**config.mk**
```make
export PLATFORM = sky130hd
export DESIGN_NAME = bus_master_port_flat
export DESIGN_NICKNAME = d
export VERILOG_FILES = /design/src/rtl/bus_master_port_if.sv /design/src/rtl/bus_master_port.sv /design/src/flat_wrapper.sv
export SDC_FILE = /design/constraint.sdc
export NUM_CORES = 1
export LEC_CHECK = 0
export ABC_AREA = 1
export CORE_ASPECT_RATIO = 0.6
export CORE_MARGIN = 1
export CORE_UTILIZATION = 52
export DETAILED_ROUTE_END_ITERATION = 6
export PLACE_DENSITY = 0.83
export SLEW_MARGIN = 40
export SYNTH_ARGS = -nofsm -noshare
export SYNTH_HDL_FRONTEND = slang
export SYNTH_SLANG_ARGS = --single-unit
```
**constraint.sdc**
```tcl
create_clock -name clk -period 2.06 [get_ports clk]
set_clock_uncertainty 0.15 [all_clocks]
set_input_delay 0.309 -clock clk [delete_from_list [all_inputs] [get_ports clk]]
set_output_delay 0.309 -clock clk [all_outputs]
set_load 0.02 [all_outputs]
```
**src/rtl/bus_master_port_if.sv**
```systemverilog
// rtl/bus_master_port_if.sv - command and serial bus signals of one bus master port
//
// Groups the user command handshake, the serial master-side bus towards the
// arbiter and the done/error status pulses.
//   modport master : the port itself (drives cmd_ready, bus_*, done, error)
//   modport slave  : the user / arbiter side (drives cmd_*, bus_ready, bus_available)
interface bus_master_port_if #(
  parameter int ADDR_W = 12,
  parameter int DATA_W = 8
);
  logic              cmd_valid;
  logic              cmd_ready;
  logic [1:0]        cmd_slave;
  logic [ADDR_W-1:0] cmd_addr;
  logic [DATA_W-1:0] cmd_data;

  logic              bus_request;
  logic              bus_address_valid;
  logic              bus_address;
  logic              bus_data;
  logic              bus_valid;
  logic              bus_ready;
  logic              bus_available;

  logic              done;
  logic              error;

  modport master (
    input  cmd_valid, cmd_slave, cmd_addr, cmd_data, bus_ready, bus_available,
    output cmd_ready, bus_request, bus_address_valid, bus_address, bus_data,
           bus_valid, done, error
  );

  modport slave (
    output cmd_valid, cmd_slave, cmd_addr, cmd_data, bus_ready, bus_available,
    input  cmd_ready, bus_request, bus_address_valid, bus_address, bus_data,
           bus_valid, done, error
  );
endinterface

```
**src/rtl/bus_master_port.sv**
```systemverilog
// rtl/bus_master_port.sv - serial bus master port: arbitrate, select slave, shift address and data
//
// Ports:
//   clk    : clock, all state changes on the rising edge
//   reset  : synchronous, active-high
//   bus    : bus_master_port_if.master (command handshake, serial bus, done/error)
// Parameters:
//   ADDR_W  : address bits shifted out MSB first
//   DATA_W  : data bits shifted out MSB first
//   TIMEOUT : consecutive bus_ready-low cycles in ADDR/DATA that abort a transfer
module bus_master_port #(
  parameter int ADDR_W  = 12,
  parameter int DATA_W  = 8,
  parameter int TIMEOUT = 16
) (
  input logic              clk,
  input logic              reset,
  bus_master_port_if.master bus
);

  typedef enum logic [2:0] {
    S_IDLE, S_REQ, S_SEL1, S_SEL2, S_CONN, S_ADDR, S_DATA, S_REL
  } state_t;

  localparam int MAX_W = (ADDR_W > DATA_W) ? ADDR_W : DATA_W;
  localparam int CNT_W = $clog2(MAX_W + 1);
  localparam int TO_W  = $clog2(TIMEOUT + 1);

  localparam logic [CNT_W-1:0] ADDR_LAST = CNT_W'(ADDR_W - 1);
  localparam logic [CNT_W-1:0] DATA_LAST = CNT_W'(DATA_W - 1);
  localparam logic [TO_W-1:0]  TO_LAST   = TO_W'(TIMEOUT - 1);

  state_t            state, state_n;
  logic [CNT_W-1:0]  bit_cnt, bit_cnt_n;
  logic [TO_W-1:0]   to_cnt, to_cnt_n;
  logic [1:0]        slave_q;
  // Address and data are kept as left-shifting registers so the MSB is
  // always the bit currently on the wire.
  logic [ADDR_W-1:0] addr_q;
  logic [DATA_W-1:0] data_q;
  logic              done_q, done_n;
  logic              error_q, error_n;
  logic              load, shift_addr, shift_data;

  logic              cmd_ready_c, req_c, av_c, addr_c, data_c, valid_c;

  always_ff @(posedge clk) begin
    if (reset) begin
      state   <= S_IDLE;
      bit_cnt <= '0;
      to_cnt  <= '0;
      slave_q <= '0;
      addr_q  <= '0;
      data_q  <= '0;
      done_q  <= 1'b0;
      error_q <= 1'b0;
    end else begin
      state   <= state_n;
      bit_cnt <= bit_cnt_n;
      to_cnt  <= to_cnt_n;
      done_q  <= done_n;
      error_q <= error_n;
      if (load) begin
        slave_q <= bus.cmd_slave;
        addr_q  <= bus.cmd_addr;
        data_q  <= bus.cmd_data;
      end else begin
        if (shift_addr) addr_q <= {addr_q[ADDR_W-2:0], 1'b0};
        if (shift_data) data_q <= {data_q[DATA_W-2:0], 1'b0};
      end
    end
  end

  always_comb begin
    state_n     = state;
    bit_cnt_n   = bit_cnt;
    to_cnt_n    = to_cnt;
    done_n      = 1'b0;
    error_n     = 1'b0;
    load        = 1'b0;
    shift_addr  = 1'b0;
    shift_data  = 1'b0;
    cmd_ready_c = 1'b0;
    req_c       = 1'b0;
    av_c        = 1'b0;
    addr_c      = 1'b0;
    data_c      = 1'b0;
    valid_c     = 1'b0;

    case (state)
      S_IDLE: begin
        // Held low during reset so nothing is offered before release.
        cmd_ready_c = !reset;
        if (bus.cmd_valid) begin
          load = 1'b1;
          // Slave 11 never reaches the bus: reject with an error pulse.
          if (bus.cmd_slave == 2'b11) error_n = 1'b1;
          else                        state_n = S_REQ;
        end
      end
      S_REQ: begin
        req_c = 1'b1;
        av_c  = 1'b1;
        if (bus.bus_available) state_n = S_SEL1;
      end
      S_SEL1: begin
        req_c  = 1'b1;
        addr_c = slave_q[1];
        // Losing the bus here means the other master won arbitration.
        state_n = bus.bus_available ? S_SEL2 : S_REQ;
      end
      S_SEL2: begin
        req_c   = 1'b1;
        addr_c  = slave_q[0];
        state_n = S_CONN;
      end
      S_CONN: begin
        req_c     = 1'b1;
        bit_cnt_n = '0;
        to_cnt_n  = '0;
        state_n   = S_ADDR;
      end
      S_ADDR: begin
        req_c   = 1'b1;
        valid_c = 1'b1;
        addr_c  = addr_q[ADDR_W-1];
        if (bus.bus_ready) begin
          to_cnt_n   = '0;
          shift_addr = 1'b1;
          if (bit_cnt == ADDR_LAST) begin
            bit_cnt_n = '0;
            state_n   = S_DATA;
          end else begin
            bit_cnt_n = bit_cnt + CNT_W'(1);
          end
        end else if (to_cnt == TO_LAST) begin
          error_n = 1'b1;
          state_n = S_REL;
        end else begin
          to_cnt_n = to_cnt + TO_W'(1);
        end
      end
      S_DATA: begin
        req_c   = 1'b1;
        valid_c = 1'b1;
        data_c  = data_q[DATA_W-1];
        if (bus.bus_ready) begin
          to_cnt_n   = '0;
          shift_data = 1'b1;
          if (bit_cnt == DATA_LAST) begin
            bit_cnt_n = '0;
            done_n    = 1'b1;
            state_n   = S_REL;
          end else begin
            bit_cnt_n = bit_cnt + CNT_W'(1);
          end
        end else if (to_cnt == TO_LAST) begin
          error_n = 1'b1;
          state_n = S_REL;
        end else begin
          to_cnt_n = to_cnt + TO_W'(1);
        end
      end
      S_REL: begin
        state_n = S_IDLE;
      end
      default: begin
        state_n = S_IDLE;
      end
    endcase
  end

  assign bus.cmd_ready         = cmd_ready_c;
  assign bus.bus_request       = req_c;
  assign bus.bus_address_valid = av_c;
  assign bus.bus_address       = addr_c;
  assign bus.bus_data          = data_c;
  assign bus.bus_valid         = valid_c;
  assign bus.done              = done_q;
  assign bus.error             = error_q;

endmodule

```
**src/flat_wrapper.sv**
```systemverilog
// flat-port wrapper written by rule: the top's interface ports become plain ports
module bus_master_port_flat 
#(
  parameter int ADDR_W  = 12,
  parameter int DATA_W  = 8,
  parameter int TIMEOUT = 16
)
  (clk, reset, bus_cmd_valid, bus_cmd_slave, bus_cmd_addr, bus_cmd_data, bus_bus_ready, bus_bus_available, bus_cmd_ready, bus_bus_request, bus_bus_address_valid, bus_bus_address, bus_bus_data, bus_bus_valid, bus_done, bus_error);
  bus_master_port_if #(.ADDR_W(ADDR_W), .DATA_W(DATA_W)) bus_i ();
  input logic clk;
  input logic reset;
  input wire logic [$bits(bus_i.cmd_valid)-1:0] bus_cmd_valid;
  input wire logic [$bits(bus_i.cmd_slave)-1:0] bus_cmd_slave;
  input wire logic [$bits(bus_i.cmd_addr)-1:0] bus_cmd_addr;
  input wire logic [$bits(bus_i.cmd_data)-1:0] bus_cmd_data;
  input wire logic [$bits(bus_i.bus_ready)-1:0] bus_bus_ready;
  input wire logic [$bits(bus_i.bus_available)-1:0] bus_bus_available;
  output wire logic [$bits(bus_i.cmd_ready)-1:0] bus_cmd_ready;
  output wire logic [$bits(bus_i.bus_request)-1:0] bus_bus_request;
  output wire logic [$bits(bus_i.bus_address_valid)-1:0] bus_bus_address_valid;
  output wire logic [$bits(bus_i.bus_address)-1:0] bus_bus_address;
  output wire logic [$bits(bus_i.bus_data)-1:0] bus_bus_data;
  output wire logic [$bits(bus_i.bus_valid)-1:0] bus_bus_valid;
  output wire logic [$bits(bus_i.done)-1:0] bus_done;
  output wire logic [$bits(bus_i.error)-1:0] bus_error;
  assign bus_i.cmd_valid = bus_cmd_valid;
  assign bus_i.cmd_slave = bus_cmd_slave;
  assign bus_i.cmd_addr = bus_cmd_addr;
  assign bus_i.cmd_data = bus_cmd_data;
  assign bus_i.bus_ready = bus_bus_ready;
  assign bus_i.bus_available = bus_bus_available;
  assign bus_cmd_ready = bus_i.cmd_ready;
  assign bus_bus_request = bus_i.bus_request;
  assign bus_bus_address_valid = bus_i.bus_address_valid;
  assign bus_bus_address = bus_i.bus_address;
  assign bus_bus_data = bus_i.bus_data;
  assign bus_bus_valid = bus_i.bus_valid;
  assign bus_done = bus_i.done;
  assign bus_error = bus_i.error;
  bus_master_port #(.ADDR_W(ADDR_W), .DATA_W(DATA_W), .TIMEOUT(TIMEOUT)) u_core (.clk(clk), .reset(reset), .bus(bus_i));
endmodule
```
==> flow_metrics.tcl, run 1 <==
set metrics [dict create \
    status "finished clean" \
    grt_use_total_pct 24.7 \
    first_iter_violations 113 \
    worstPathArrival_ns 1.51 \
    grt_max_degree 29 \
    nets 335 \
    synthCells 265 \
    finalSetupTns_ns 0 \
    antenna_found_initial 0 \
    rsz0062_at_grt "false" \
    syn_area_um2 1980 \
    hold_violations 0 \
    relSlewSlack_pct 76.8 \
    routed_wl_um 4380 \
    core_region_area_um2 3440 \
    place_congestion 0.884 \
    slew_viol_final 0 \
    p_sw_share_pct 33.7 \
    htreeDepth 2 \
    max_freq_mhz 508 \
    cts_setup_buffers 0 \
    viasPerCell 5.18 \
    insertion_delay_ns 0.29 \
    cts_buffer_depth 2 \
    cts_tree "built" \
    wire_per_inst_um 12.5 \
    cap_violations 0 \
    pre_cts_ws_ns 0.0547 \
    worst_slew_pin_slew_ns 0.349 \
    clockRootBuffer "clkbuf_8" \
    yosys_register_bits 36 \
    critPathRequiredTime_ns 1.60 \
    finalPower_mw 2.01 \
    placedCellCount 343 \
    p_seq_share_pct 41.6 \
    initial_core_util_pct 57.6 \
    stdcell_area_um2 2460 \
    yosysWarningCount 0 \
    die-area_um2 4070 \
    cp-start-kind "flop" \
    firstDrtPassIters 4 \
    die_x_um 81.7 \
    ir_worst_vdd_v 0.000468 \
    syn_area_per_cell_um2 7.48 \
    p_switching_mw 0.679 \
    num_rows 16 \
    cts_sinks 36 \
    pin_count 35 \
    io_buffers 34 \
    setup_viol 0 \
    grt_pass1_wl_um 7380 \
    cts.reportedPaths.clkPinSlew_ns 0.07 \
    synthToLayoutAreaGrowth_pct 24.3 \
    p_per_area_nw_per_um2 817 \
    critPathCaptureType "output port" \
    crit_type "flop to output port" \
    syn-num-nets 295 \
    dp_hpwl_um 3290 \
    p_clk_share_pct 27.1 \
    grt_overflow_total 0 \
    cp_max_fo 5 \
    drc_errors 0 \
    synth-seq-area-share_pct 36.4 \
    setup_slack_ns 0.0931 \
    die_y_um 49.8 \
    p_int_mw 1.33 \
    leakage_nw 1.01 \
    grt_pass1_vias 1640 \
    diodes 0 \
    numCtsBuffers 5 \
    post_dp_cell_area_um2 2370 \
    ys_types 33 \
    fin_crit_sh_pct 95.5 \
    drtAntennaViolNets 0 \
    combPwrFrac_pct 31.3 \
    drive_gt1_share_pct 17.7 \
    vias 1813 \
    r2r_slack_ns 0.29 \
    layout_min_cycle_time_ns 1.97 \
    stdcell_count 350 \
    hp-class "flop to flop" \
]
==> worst paths after layout <==
path / start / to / depth (start not counted)
worst max-delay path: u_core.state[1] / bus_cmd_ready / 5
worst min-delay path: u_core.data_q[7] / u_core.data_q[7] / 2
worst max register to register: u_core.to_cnt[0] / u_core.to_cnt[2] / 8
worst min register to register: u_core.data_q[7] / u_core.data_q[7] / 2
==> synth_stat cells <==
cell type | number | area share (%)
nand4_2 | 1 | 0.63
nor2_1 | 23 | 4.4
a31oi_4 | 1 | 1.1
a21oi_2 | 9 | 4.0
o211ai_2 | 8 | 5.1
clkbuf_1 | 3 | 0.57
nand3_2 | 1 | 0.51
a21oi_1 | 23 | 5.8
nand3_1 | 8 | 2.0
xor2_1 | 3 | 1.3
nor2_4 | 2 | 1.1
inv_1 | 33 | 6.3
o211ai_1 | 5 | 1.9
nor3_1 | 3 | 0.76
nand2_4 | 1 | 0.57
nor2_2 | 1 | 0.32
o211ai_4 | 1 | 1.1
nand3_4 | 1 | 0.88
nand2_2 | 3 | 0.95
buf_12 | 1 | 1.0
and2_1 | 1 | 0.32
buf_6 | 3 | 1.7
dfxtp_1 | 36 | 36
nand3b_1 | 2 | 0.76
ha_1 | 3 | 1.9
o21ai_0 | 15 | 3.8
a31oi_1 | 1 | 0.32
o21ai_1 | 3 | 0.76
inv_6 | 1 | 0.44
buf_4 | 1 | 0.38
o21ai_2 | 1 | 0.44
nand2_1 | 61 | 12
inv_2 | 6 | 1.1
==> worst max-delay path, stage by stage, from the launching register on <==
cell and delay, ns:
dfxtp_1 0.37, buf_4 0.17, nor2_4 0.18, nand2_1 0.10, nor2_1 0.10, clkdlybuf4s15_1 0.30
==> repair_timing <==
item                                    4_1_cts  5_1_grt
endpoints found under the hold margin         0        0
hold buffers                                  0        0
endpoints found under the setup margin        6        3
gates resized for setup                       7        4
==> cells by family (layout without fill, tap and decap cells) <==
group           after synthesis  after routing  share of synthesized area [%]
simple gates                108            108                           24.7
buf+inv                      48             88                           11.5
flops                        36             36                           36.4
compound gates               67             67                           24.2
fa+ha+maj                     3              3                           1.89
xor+xnor                      3              3                           1.33
==> stage by stage <==
step                      hold slack [ns]  utilization [%]
after global placement              0.300             68.9
after global routing                0.336             71.5
after floorplan                     0.280                -
after CTS                           0.319             71.5
after detailed placement            0.307             68.9
final                               0.320             71.5
==> flip-flops by register name (all words and copies together) (netlist names) <==
register          count
u_core.data_q         8
u_core.bus.done       1
u_core.state          3
u_core.bit_cnt        4
u_core.bus.error      1
u_core.slave_q        2
u_core.addr_q        12
u_core.to_cnt         5
==> layout by cell type (no fill, tap or decap), drive strengths merged, types with 7 or more instances in the layout <==
cell	count
buf	7
dfxtp	36
nand2	65
nor2	26
o21ai	19
o211ai	14
inv	40
a21oi	32
nand3	10
clkdlybuf4s50	28
clkbuf	8
==> power groups by stage <==
stage | logic (mW) | clock network, mW | registers [mW]
floorplan | 0.472 | 0 | 0.840
global placement | 0.625 | 0 | 0.849
detailed placement | 0.639 | 0 | 0.851
CTS | 0.631 | 0.559 | 0.838
global route | 0.701 | 0.582 | 0.847
finish | 0.630 | 0.545 | 0.839
==> routing by layer <==
| layer | share of wire, % | vias up | GRT usage (%) |
|---|---|---|---|
| met3 | 10 | 6 | 6.11 |
| met2 | 38 | 67 | 35.4 |
| met4 | 1.3 | 0 | 9.65 |
| met1 | 50 | 798 | 35.2 |
| li1 | - | 942 | - |
| met5 | 0 | - | 0 |
==> area by class of cell <==
type	instances	area, um^2
clock buffer	7	96.3
fill	309	980
inverter	40	155
multi-input combinational	181	1030
sequential	36	723
tap	45	56.3
timing repair buffer	41	399
(Power assumes the default switching activity.)
==> run 2: changes to the inputs <==
- CORE_ASPECT_RATIO: 0.6 -> 1.25
==> flow_metrics.tcl, run 2 (same netlist as run 1, synthesis figures left out) <==
set metrics [dict create \
    cts_buffer_depth 2 \
    num_rows 24 \
    dp_hpwl_um 2860 \
    setup_slack_ns 0.0765 \
    first_iter_violations 75 \
    max_freq_mhz 504 \
    met2_length_um 1830 \
    numCtsBuffers 5 \
    grt_max_degree 29 \
    pin_count 35 \
    place_congestion 0.930 \
    slew_viol_final 0 \
    finalSetupTns_ns 0 \
    rsz0062_at_grt "false" \
    die-area_um2 4060 \
    cts_sinks 36 \
    viasPerCell 5.20 \
    layout_min_cycle_time_ns 1.98 \
    cap_violations 0 \
    topRoutingLayerUsed "met4" \
    cts.reportedPaths.clkPinSlew_ns 0.07 \
    ir_worst_vdd_v 0.000622 \
    violations "design-rule violations" \
    cts_tree "built" \
    cp-startpoint "u_core.state[1]" \
    firstDrtPassIters 6 \
    leakage_nw 1.00 \
    top_register "u_core.addr_q" \
    insertion_delay_ns 0.29 \
    p_per_area_nw_per_um2 806 \
    antenna_found_initial 0 \
    die_y_um 71.0 \
    core_region_area_um2 3570 \
    largest_register_ffs 12 \
    ctsHoldBuffers 0 \
    drive_gt1_share_pct 17.5 \
    final_common_cell "nand2_1" \
    setup_viol 0 \
    initial_core_util_pct 55.5 \
    hold_violations 0 \
    worstPathArrival_ns 1.52 \
    cp_max_fo 5 \
    hold_start "u_core.data_q[2]" \
    diodes 0 \
    status "complete, but fails checks" \
    fin_crit_sh_pct 96.3 \
    drc_errors 6 \
    worstReg2RegStart "u_core.to_cnt[0]" \
    grt_use_total_pct 21.4 \
    grt_overflow_total 0 \
    reg_top3 "u_core.addr_q x12, u_core.data_q x8, u_core.to_cnt x5" \
    layout_common_cells "nand2_1, dfxtp_1, inv_1, clkdlybuf4s50_1" \
    wire_per_inst_um 11.6 \
    cp-start-kind "flop" \
    worst_slew_pin_slew_ns 0.345 \
    critPathRequiredTime_ns 1.60 \
    cts_setup_buffers 0 \
    grt_pass1_wl_um 6800 \
    io_buffers 34 \
    drtAntennaViolNets 0 \
    drt-met1-wl_um 1880 \
    relSlewSlack_pct 77.0 \
    wl_met3_um 180 \
    critPathCaptureType "output port" \
    htreeDepth 2 \
    vias 1779 \
    synthToLayoutAreaGrowth_pct 22.8 \
    crit_type "flop to output port" \
    clockRootBuffer "clkbuf_8" \
    grt_pass1_vias 1558 \
    pre_cts_ws_ns 0.0361 \
    nets 332 \
    hp-class "flop to flop" \
    routed_wl_um 3970 \
    die_x_um 57.2 \
]
run 2: changes by cell type in the layout (fill, tap and decap cells not counted), sizes merged:
cell	delta
clkdlybuf4s15	-1
clkbuf	-1
clkinv	+2
dlygate4sd2	+1
buf	-3
run 2: critical path, stage by stage (launching register included):
cell and delay [ns]:
dfxtp_1 0.38, buf_4 0.17, nor2_4 0.18, nand2_1 0.09, nor2_1 0.08, dlygate4sd2_1 0.33
run 2: area by class of cell:
class                           count  area (um^2)
Clock buffer                        6         82.6
Clock inverter                      2         10.0
Fill cell                         322         1140
Inverter                           40          155
Multi-Input combinational cell    181         1040
Sequential cell                    36          723
Tap cell                           39         48.8
Timing Repair Buffer               38          375
run 2: worst paths after layout:
kind	end	slack (ns)	cells after the start
max	bus_cmd_ready	0.08	5
min	u_core.data_q[2]	0.31	2
max reg2reg	u_core.state[0]	0.26	10
min reg2reg	u_core.data_q[2]	0.31	2
run 2: metal layers:
| layer | global-route usage (%) | vias up |
|---|---|---|
| met2 | 34.8 | 47 |
| met3 | 5.12 | 8 |
| li1 | - | 936 |
| met1 | 27.5 | 788 |
| met4 | 8.13 | 0 |
| met5 | 0 | - |
run 2: power breakdown:
group / leakage [nW] / internal [mW] / switching, mW
Combinational: 0.657 / 0.244 / 0.357
Clock: 0.0510 / 0.267 / 0.256
Sequential: 0.294 / 0.777 / 0.0598
run 2: through the flow:
step | util [%] | cells | hold WS (ns) | total power, mW | cell area [um^2]
after detailed placement | 65.5 | 334 | 0.302 | 1.46 | 2340
after floorplan | - | 265 | 0.280 | 1.31 | 1980
after global placement | 65.5 | 334 | 0.294 | 1.45 | 2340
final | 68.1 | 342 | 0.315 | 1.96 | 2430
after CTS | 68.0 | 342 | 0.312 | 1.98 | 2430
after global routing | 68.1 | 342 | 0.336 | 2.08 | 2430
run 2: repair_timing:
action / CTS / global route
endpoints found under the hold margin: 0 / 0
cloned: 0 / 0
endpoints found under the setup margin: 6 / 2
resized for setup: 8 / 3
==> RTL change: new RTL, config.mk and constraints of run 1 <==
Make the reset (`reset`) asynchronous in one clocked block.
--- a/src/rtl/bus_master_port.sv
+++ b/src/rtl/bus_master_port.sv
@@ -45,5 +45,5 @@
   logic              cmd_ready_c, req_c, av_c, addr_c, data_c, valid_c;
 
-  always_ff @(posedge clk) begin
+  always_ff @(posedge clk or posedge reset) begin
     if (reset) begin
       state   <= S_IDLE;
Check against the original RTL: differs if reset is asserted again (counterexample within 4 cycles, from zero or initial values and one cycle with reset high); with reset held inactive, the same outputs for 10 cycles.
==> RTL change against run 1 <==
Register-to-register slack lost 0.07 ns. Utilization rose by 2.5 points. Setup slack improved by 0.016 ns. Sequential cell count unchanged. Routed wire length grew 2.0%. Count of clock-buffer cells in the layout unchanged. Synthesized area down 3.9%. Die area decreased by 3.8%. Final area is 1.7% higher. Non-clock buffer count up 8. Global-route usage grew 1.6 points. Hold slack better by 0.010 ns.
Power is not compared: it rests on default switching activity, and its combinational part moved more than twofold at a synthesized area within 25%.
==> RTL change: results (changes against run 1) <==
Status
  – Status: finished, final reports clean

Layout
  – Share of cells above drive strength 1: 0.122 (-0.0550)
  – Nets@finish: 324 (-3.3%)

Drt
  – DRT met1 WL: 2210 um (+0.82%)
  – Number of vias per cell: 5.12 (-1.2%)
  – DR top layer: met4
  – Initial DRC Count: 155 (+37%)
  – Routed wl met3: 303 um (-32%)
  – Met2 WL: 1940 um (+15%)
  – WL final: 4470 um (+2.0%)

Timing
  – Slew HR: 0.700 (-0.0673)

Power
  – VDD IR max: 0.642 mV

Synth
  – Adder-Cell Fraction of Synth Area: 0.0197 (+0.000772)
  – XOR/XNOR share of the synthesized area: 0.00920 (-0.00406)
  – Distinct cells, synth: 22 (-33%)
  – Top FF cell, synth: dfrtp_1
  – Synth top area cells: dfrtp_1, o21ai_1, nand2_1, inv_1, nand3_1
  – Most frequent cells after synthesis: o21ai_1, nand2_1, dfrtp_1
  – Syn Nets: 277 (-6.1%)
  – Register area share after synthesis: 0.473 (+0.109)
  – Synth warnings: 0 (unchanged)
  – Async set-reset flop share out of synthesis: 1.00 (+1.00)
  – Synth Area in Compound Gates: 0.173 (-0.0690)
  – Multiplexer share of the synthesized area: 0 (unchanged)

Critical path
  – Crit path DAT: 1.49 ns (-0.02 ns)
  – Critical path origin: u_core.state[0]$_DFFE_PP0P_
  – CP max FO: 4 (-1)
  – Worst r2r src: u_core.state[1]$_DFFE_PP0P_
  – Path depth of the worst reg2reg path: 5 (-3)
  – CP Capture Point: bus_bus_address_valid
  – R2r setup slk: 0.22 ns (-0.07 ns)
  – Critical R2R Capture: u_core.addr_q[10]$_DFFE_PP0P_

CTS
  – Clock root buffer: clkbuf_8
  – TritonCTS buffer count: 5 (unchanged)
  – PostCTS Resize Cnt: 8 (+1)

Global routing
  – Met2 Track Usage GR: 0.376 (+0.0219)
  – Largest net degree at the start of global routing: 44 (+52%)
  – First-pass GRT wire length: 7830 um (+6.2%)
  – Total GRT Usage: 0.263 (+0.0163)
  – Vias in the first global route: 1717 (+4.7%)
  – Met3 usage: 0.0673 (+0.00618)
  – Met1 Track Usage GR: 0.394 (+0.0422)

Place
  – Placement Cell Area: 2380 um^2 (+0.32%)
  – IO buf count: 34 (unchanged)
  – Detailed-placement wirelength estimate: 3250 um (-1.3%)

Hold path
  – Critical hold path startpoint: u_core.to_cnt[4]$_DFFE_PP0P_
  – Hold EP: u_core.to_cnt[4]$_DFFE_PP0P_
-- RTL change: stage by stage --
step	TNS (ns)	instances	worst slack, ns	hold WS (ns)	utilization
global placement	0	332	0.0773	0.305	0.703
floorplan	0	247	0.356	0.269	-
global route	0	340	0.00900	0.362	0.741
CTS	0	340	0.0719	0.335	0.740
finish	0	340	0.109	0.330	0.741
detailed placement	-0.0467	332	-0.0467	0.315	0.703
-- RTL change: area by class of cell --
| cell class | count | area [um^2] |
|---|---|---|
| Sequential cell | 36 | 903 |
| Fill cell | 264 | 877 |
| Multi-Input combinational cell | 165 | 822 |
| Timing Repair Buffer | 49 | 459 |
| Inverter | 37 | 139 |
| Clock buffer | 7 | 96.3 |
| Tap cell | 45 | 56.3 |
| Clock inverter | 1 | 30.0 |
-- RTL change: worst max-delay path, cell delays in order (launching register included) --
cell and delay [ns]:
dfrtp_1 0.41, inv_2 0.07, buf_4 0.16, nor2_1 0.12
nand2_1 0.08, inv_1 0.05, dlygate4sd2_1 0.32
